<file path="src/rtl/change_dispenser_pkg.sv">
// Shared coin values, FSM encodings and greedy coin selection for the change dispenser.
package change_dispenser_pkg;
  localparam int QU_V = 5;
  localparam int DI_V = 2;
  localparam int NI_V = 1;

  typedef enum logic [1:0] {IDLE, PAY, GAP, DONE} state_t;
  typedef enum logic [1:0] {C_NONE, C_QU, C_DI, C_NI} coin_t;

  // Largest coin that fits the remainder and is in stock; C_NONE ends the payout.
  function automatic coin_t pick_coin(input logic [31:0] rem, input logic q, input logic d,
                                      input logic n);
    if (rem >= QU_V && q)      return C_QU;
    else if (rem >= DI_V && d) return C_DI;
    else if (rem >= NI_V && n) return C_NI;
    else                       return C_NONE;
  endfunction

  function automatic int coin_val(input coin_t c);
    case (c)
      C_QU:    return QU_V;
      C_DI:    return DI_V;
      C_NI:    return NI_V;
      default: return 0;
    endcase
  endfunction
endpackage

</file>
<file path="src/rtl/change_dispenser_if.sv">
// Request/status/eject bundle between the vending FSM side and the change dispenser.
interface change_dispenser_if #(
  parameter int AMT_W = 6,
  parameter int INV_W = 6
);
  logic             req;
  logic [AMT_W-1:0] amount;
  logic             refill;
  logic             busy;
  logic             done;
  logic             short;
  logic [AMT_W-1:0] owed;
  logic             qu_out;
  logic             di_out;
  logic             ni_out;
  logic [INV_W-1:0] qu_cnt;
  logic [INV_W-1:0] di_cnt;
  logic [INV_W-1:0] ni_cnt;

  modport master (output req, amount, refill,
                  input  busy, done, short, owed, qu_out, di_out, ni_out, qu_cnt, di_cnt, ni_cnt);
  modport slave  (input  req, amount, refill,
                  output busy, done, short, owed, qu_out, di_out, ni_out, qu_cnt, di_cnt, ni_cnt);
endinterface

</file>
<file path="src/rtl/change_dispenser_coin_inventory.sv">
// Coin inventory: three counters with per-coin decrement, refill load and reset to the initial load.
module change_dispenser_coin_inventory #(
  parameter int INV_W   = 6,
  parameter int INIT_QU = 20,
  parameter int INIT_DI = 20,
  parameter int INIT_NI = 20
) (
  input  logic             CLK,
  input  logic             rst,
  input  logic             refill,
  input  logic             dec_qu,
  input  logic             dec_di,
  input  logic             dec_ni,
  output logic [INV_W-1:0] qu_cnt,
  output logic [INV_W-1:0] di_cnt,
  output logic [INV_W-1:0] ni_cnt
);
  always_ff @(posedge CLK) begin
    if (rst || refill) begin
      qu_cnt <= INV_W'(INIT_QU);
      di_cnt <= INV_W'(INIT_DI);
      ni_cnt <= INV_W'(INIT_NI);
    end else begin
      // Zero guards keep an empty tube from wrapping even if a stray decrement arrives.
      if (dec_qu && qu_cnt != '0) qu_cnt <= qu_cnt - 1'b1;
      if (dec_di && di_cnt != '0) di_cnt <= di_cnt - 1'b1;
      if (dec_ni && ni_cnt != '0) ni_cnt <= ni_cnt - 1'b1;
    end
  end
endmodule

</file>
<file path="src/rtl/change_dispenser.sv">
// Change dispenser: greedy largest-coin-first payout FSM with forced gaps between eject pulses.
module change_dispenser
  import change_dispenser_pkg::*;
#(
  parameter int AMT_W   = 6,
  parameter int INV_W   = 6,
  parameter int INIT_QU = 20,
  parameter int INIT_DI = 20,
  parameter int INIT_NI = 20,
  parameter int GAP_CYC = 1
) (
  input logic CLK,
  input logic rst,
  change_dispenser_if.slave bus
);
  localparam int GW = (GAP_CYC > 1) ? $clog2(GAP_CYC) : 1;

  state_t           state;
  logic [AMT_W-1:0] rem;
  logic [GW-1:0]    gcnt;
  coin_t            pick;
  logic             dec_qu, dec_di, dec_ni, refill_en;

  always_comb begin
    pick      = pick_coin(32'(rem), bus.qu_cnt != '0, bus.di_cnt != '0, bus.ni_cnt != '0);
    dec_qu    = (state == PAY) && (pick == C_QU);
    dec_di    = (state == PAY) && (pick == C_DI);
    dec_ni    = (state == PAY) && (pick == C_NI);
    refill_en = (state == IDLE) && bus.refill && !bus.req;
  end

  change_dispenser_coin_inventory #(
    .INV_W(INV_W), .INIT_QU(INIT_QU), .INIT_DI(INIT_DI), .INIT_NI(INIT_NI)
  ) u_inv (
    .CLK(CLK), .rst(rst), .refill(refill_en),
    .dec_qu(dec_qu), .dec_di(dec_di), .dec_ni(dec_ni),
    .qu_cnt(bus.qu_cnt), .di_cnt(bus.di_cnt), .ni_cnt(bus.ni_cnt)
  );

  always_ff @(posedge CLK) begin
    if (rst) begin
      state      <= IDLE;
      rem        <= '0;
      gcnt       <= '0;
      bus.busy   <= 1'b0;
      bus.done   <= 1'b0;
      bus.short  <= 1'b0;
      bus.owed   <= '0;
      bus.qu_out <= 1'b0;
      bus.di_out <= 1'b0;
      bus.ni_out <= 1'b0;
    end else begin
      bus.done   <= 1'b0;
      bus.short  <= 1'b0;
      bus.qu_out <= 1'b0;
      bus.di_out <= 1'b0;
      bus.ni_out <= 1'b0;
      case (state)
        IDLE: if (bus.req) begin
          rem      <= bus.amount;
          state    <= PAY;
          bus.busy <= 1'b1;
        end
        // A PAY with nothing payable (rem==0 or stock exhausted) closes the payout.
        PAY: if (pick == C_NONE) begin
          state     <= DONE;
          bus.done  <= 1'b1;
          bus.short <= (rem != '0);
          bus.owed  <= rem;
        end else begin
          rem        <= rem - AMT_W'(coin_val(pick));
          bus.qu_out <= (pick == C_QU);
          bus.di_out <= (pick == C_DI);
          bus.ni_out <= (pick == C_NI);
          gcnt       <= GW'(GAP_CYC - 1);
          state      <= GAP;
        end
        GAP: if (gcnt == '0) state <= PAY;
             else            gcnt  <= gcnt - 1'b1;
        DONE: begin
          state    <= IDLE;
          bus.busy <= 1'b0;
        end
        default: state <= IDLE;
      endcase
    end
  end
endmodule

</file>
<file path="src/flat_wrapper.sv">
// flat-port wrapper written by rule: the top's interface ports become plain ports
module change_dispenser_flat import change_dispenser_pkg::*;
#(
  parameter int AMT_W   = 6,
  parameter int INV_W   = 6,
  parameter int INIT_QU = 20,
  parameter int INIT_DI = 20,
  parameter int INIT_NI = 20,
  parameter int GAP_CYC = 1
)
  (CLK, rst, bus_req, bus_amount, bus_refill, bus_busy, bus_done, bus_short, bus_owed, bus_qu_out, bus_di_out, bus_ni_out, bus_qu_cnt, bus_di_cnt, bus_ni_cnt);
  change_dispenser_if #(.AMT_W(AMT_W), .INV_W(INV_W)) bus_i ();
  input logic CLK;
  input logic rst;
  input wire logic [$bits(bus_i.req)-1:0] bus_req;
  input wire logic [$bits(bus_i.amount)-1:0] bus_amount;
  input wire logic [$bits(bus_i.refill)-1:0] bus_refill;
  output wire logic [$bits(bus_i.busy)-1:0] bus_busy;
  output wire logic [$bits(bus_i.done)-1:0] bus_done;
  output wire logic [$bits(bus_i.short)-1:0] bus_short;
  output wire logic [$bits(bus_i.owed)-1:0] bus_owed;
  output wire logic [$bits(bus_i.qu_out)-1:0] bus_qu_out;
  output wire logic [$bits(bus_i.di_out)-1:0] bus_di_out;
  output wire logic [$bits(bus_i.ni_out)-1:0] bus_ni_out;
  output wire logic [$bits(bus_i.qu_cnt)-1:0] bus_qu_cnt;
  output wire logic [$bits(bus_i.di_cnt)-1:0] bus_di_cnt;
  output wire logic [$bits(bus_i.ni_cnt)-1:0] bus_ni_cnt;
  assign bus_i.req = bus_req;
  assign bus_i.amount = bus_amount;
  assign bus_i.refill = bus_refill;
  assign bus_busy = bus_i.busy;
  assign bus_done = bus_i.done;
  assign bus_short = bus_i.short;
  assign bus_owed = bus_i.owed;
  assign bus_qu_out = bus_i.qu_out;
  assign bus_di_out = bus_i.di_out;
  assign bus_ni_out = bus_i.ni_out;
  assign bus_qu_cnt = bus_i.qu_cnt;
  assign bus_di_cnt = bus_i.di_cnt;
  assign bus_ni_cnt = bus_i.ni_cnt;
  change_dispenser #(.AMT_W(AMT_W), .INV_W(INV_W), .INIT_QU(INIT_QU), .INIT_DI(INIT_DI), .INIT_NI(INIT_NI), .GAP_CYC(GAP_CYC)) u_core (.CLK(CLK), .rst(rst), .bus(bus_i));
endmodule
</file>
<file path="config.mk">
export PLATFORM = sky130hd
export DESIGN_NAME = change_dispenser_flat
export DESIGN_NICKNAME = d
export VERILOG_FILES = /design/src/rtl/change_dispenser_pkg.sv /design/src/rtl/change_dispenser_if.sv /design/src/rtl/change_dispenser_coin_inventory.sv /design/src/rtl/change_dispenser.sv /design/src/flat_wrapper.sv
export SDC_FILE = /design/constraint.sdc
export NUM_CORES = 1
export LEC_CHECK = 0
export CORE_MARGIN = 3
export CORE_UTILIZATION = 25
export DETAILED_ROUTE_END_ITERATION = 8
export SLEW_MARGIN = 15
export SYNTH_ARGS = -nofsm -noshare
export SYNTH_HDL_FRONTEND = slang
export SYNTH_SLANG_ARGS = --single-unit
</file>
<file path="constraint.sdc">
create_clock -name CLK -period 3.9 [get_ports CLK]
set_input_delay 0.78 -clock CLK [delete_from_list [all_inputs] [get_ports CLK]]
set_output_delay 0.78 -clock CLK [all_outputs]
set_load 0.02 [all_outputs]
</file>
==> results.cfg <==
[global_route]
gr-total-overflow = 0
grt_pass1_wl_um = 8535
grt_max_degree = 22
first_global_vias = 1768
antenna_found_initial = 0
grt.total_usage = 0.1219

[yosys]
yosys_warnings = 0
synthesis.nets = 242
synth_cell_types = 60
postSynthAreaPerCell_um2 = 8.669
synth_top_area_share = 0.3900
synth_top_cell_by_area = dfxtp_1
synthXorXnorAreaFrac = 0.04041
syn_inst = 225
synth.area.mux_share = 0.01604
synth_edf_count = 0
synth-simple-area-share = 0.2450
synth_seq_area_share = 0.3900
synthFlopType = dfxtp_1
ys_ff_latch = 38
synth_fa_ha_area_frac = 0.04875
synth_top_family_by_area = simple AND/OR/NAND/NOR gates
synthTopCellsByArea = dfxtp_1 (39%), nor2_1 (4.8%), a21oi_1 (3.8%), ha_1 (3.8%), nand2_1 (3.5%)
async_reset_ff_frac = 0
synth_compound_area_frac = 0.2194
synth_area_mm2 = 0.001951

[critical_path]
cp_max_fo = 5
cp_top_family = compound AO/OA/AOI/OAI gates
cp_data_arrival_time_ns = 3.18
critPathSlowestCell = or3b_1
cp-start-kind = flop
crit_required_ns = 4.05
critical_path_class = reg2reg
cp_num_buf_inv = 2
endpoint_kind = flop
r2r-start = u_core.u_inv.di_cnt[0]
critPathLaunch = u_core.u_inv.di_cnt[0]
max_stage_delay_ns = 0.46
crit_chain = inv_1 > ha_1 > or3b_1 > a211oi_1 > o21ai_0 > nand2_1 > ha_1 > inv_1 > fa_1 > a211o_1 > nand3_1 > o21ai_0 > a21oi_1 > a21oi_1

[routing]
drtIter0Drc = 83
antenna_left = 0
dr.pass1.iters = 4
avgRoutedWirePerCell_um = 13.78
num_vias = 1808
drc = 0
via_per_inst = 4.940
wirelength_um = 5044

[sta]
hold_viol_final = 0
setup_viol = 0
grt_setup_unrepaired = no
finalCritPeriodShare = 0.7765
clock_skew_ns = 0.008264
drv_slew = 0
setup-tns-final_ns = 0
relSlewSlack = 0.4729
clock.fmax_mhz = 330.2
min_period_ns = 3.028
tightestPinTransition_ns = 0.7882

[finish]
multi_input_comb_area_mm2 = 0.001111
instances_no_fill = 366
syn_to_final_growth_pct = 30.08
drive_above_1_share = 0.1124
nNetsFinal = 283
antenna_cells = 0
fillCellCount = 795
layout_commonest_cell = clkdlybuf4s50_1
register_area_um2 = 760.7
final_cell_mix = clkdlybuf4s50_1 (39), dfxtp_1 (38), nor2_1 (25)

[clock_tree]
insertion_delay_ns = 0.30
clk_pin_slew_ns = 0.08
cts_sinks = 38
htree_levels = 2
cts_hold_buf = 0
cts_resized = 0
post_cts_buffers = 0
clock_path_buffers = 2
cts_buffers = 5
cts_tree = yes
cts-root-buf = clkbuf_8

[placed_design]
place.gp.congestion = 0.8174
dp_hpwl_um = 3730
io_buffers = 39
dp.cells = 358

[power]
total_power_mw = 1.146
powerDensity_mw_per_mm2 = 451.7
p_leak_nw = 0.9036
peakVddDrop_uv = 190.1

[floorplanning]
fp-row-count = 31
die_h_um = 94.33
die-area_mm2 = 0.008898
die_x_um = 94.33
core-area_mm2 = 0.007408
pin_count = 40
start_util = 0.2633

[hold_path]
hp-class = reg2reg
hp-start = u_core.bus.busy

[job]
maxCapViolCount = 0

[outcome]
status = finished, final reports clean
==> synthesized netlist by cell type (all sizes together) (4+ instances only) <==
cell type   n
nand2      18
dfxtp      38
nand3       8
ha          6
a21oi      15
a211oi      4
inv        11
xor2        6
clkbuf      4
nand4       6
nor3       12
o21ai      14
nor2       25
==> registers in the layout, indices dropped and copies added (netlist names) <==
| signal | cells |
|---|---|
| u_core.u_inv.di_cnt | 6 |
| u_core.bus.busy | 1 |
| u_core.bus.owed | 6 |
| u_core.state | 2 |
| u_core.u_inv.ni_cnt | 6 |
| u_core.bus.short | 1 |
| u_core.u_inv.qu_cnt | 6 |
| u_core.rem | 6 |
| u_core.bus.qu_out | 1 |
| u_core.bus.di_out | 1 |
| u_core.bus.ni_out | 1 |
| u_core.bus.done | 1 |
==> power by group <==
part | switching (mW) | leakage (nW) | internal (mW)
registers | 0.0405 | 0.309 | 0.415
logic | 0.241 | 0.547 | 0.163
clock network | 0.144 | 0.0472 | 0.142
==> cells by family (layout without fill, tap and decap cells) <==
kind of cell               count (synthesis)  in the layout
AOI/OAI and AO/OA                         59             59
xor gates and xnor gates                   9              9
adders and majority gates                  7              7
buffers and inverters                     18             60
DFF                                       38             38
muxes                                      3              3
and+or+nand+nor                           91             91
==> per-stage QoR <==
step / area, µm² / setup WS [ns] / util / hold slack [ns]
after global routing: 2537 / 0.5873 / 0.3425 / 0.4925
after CTS: 2537 / 0.8674 / 0.3425 / 0.4752
after floorplan: 1951 / 0.9865 / - / 0.4846
final: 2537 / 0.8715 / 0.3425 / 0.4639
after global placement: 2442 / 0.9723 / 0.3297 / 0.4543
after detailed placement: 2442 / 0.8834 / 0.3297 / 0.4645
==> worst reg2reg max path, stage by stage, from the launching register on <==
cell	delay (ns)
dfxtp_1	0.34
inv_1	0.07
ha_1	0.15
or3b_1	0.46
a211oi_1	0.38
o21ai_0	0.12
nand2_1	0.08
ha_1	0.16
inv_1	0.06
fa_1	0.42
a211o_1	0.29
nand3_1	0.08
o21ai_0	0.07
a21oi_1	0.11
a21oi_1	0.07
==> area by class of cell <==
class / instances / area share
clock buffers: 6 / 0.03254
clock inverters: 2 / 0.004931
inverters: 11 / 0.01627
multi-input cells: 169 / 0.4379
flip-flops and latches: 38 / 0.2998
well taps: 99 / 0.04882
repair buffers: 41 / 0.1598
==> final timing paths <==
| kind | slack [ns] | endpoint | cells after the start |
|---|---|---|---|
| worst min-delay path | 0.46 | u_core.bus.busy | 2 |
| worst max register to register | 0.87 | u_core.rem[4] | 14 |
| worst max-delay path | 0.87 | u_core.rem[4] | 14 |
| worst min register to register | 0.46 | u_core.bus.busy | 2 |
==> layer usage <==
metal / vias to the layer above / track usage / share of wire
met1: 864 / 0.1595 / 0.48
met4: 0 / 0.03851 / 0.013
met3: 6 / 0.03665 / 0.038
li1: 908 / - / -
met2: 30 / 0.1927 / 0.46
met5: - / 0 / 0
Power figures use the tool's default switching activity.
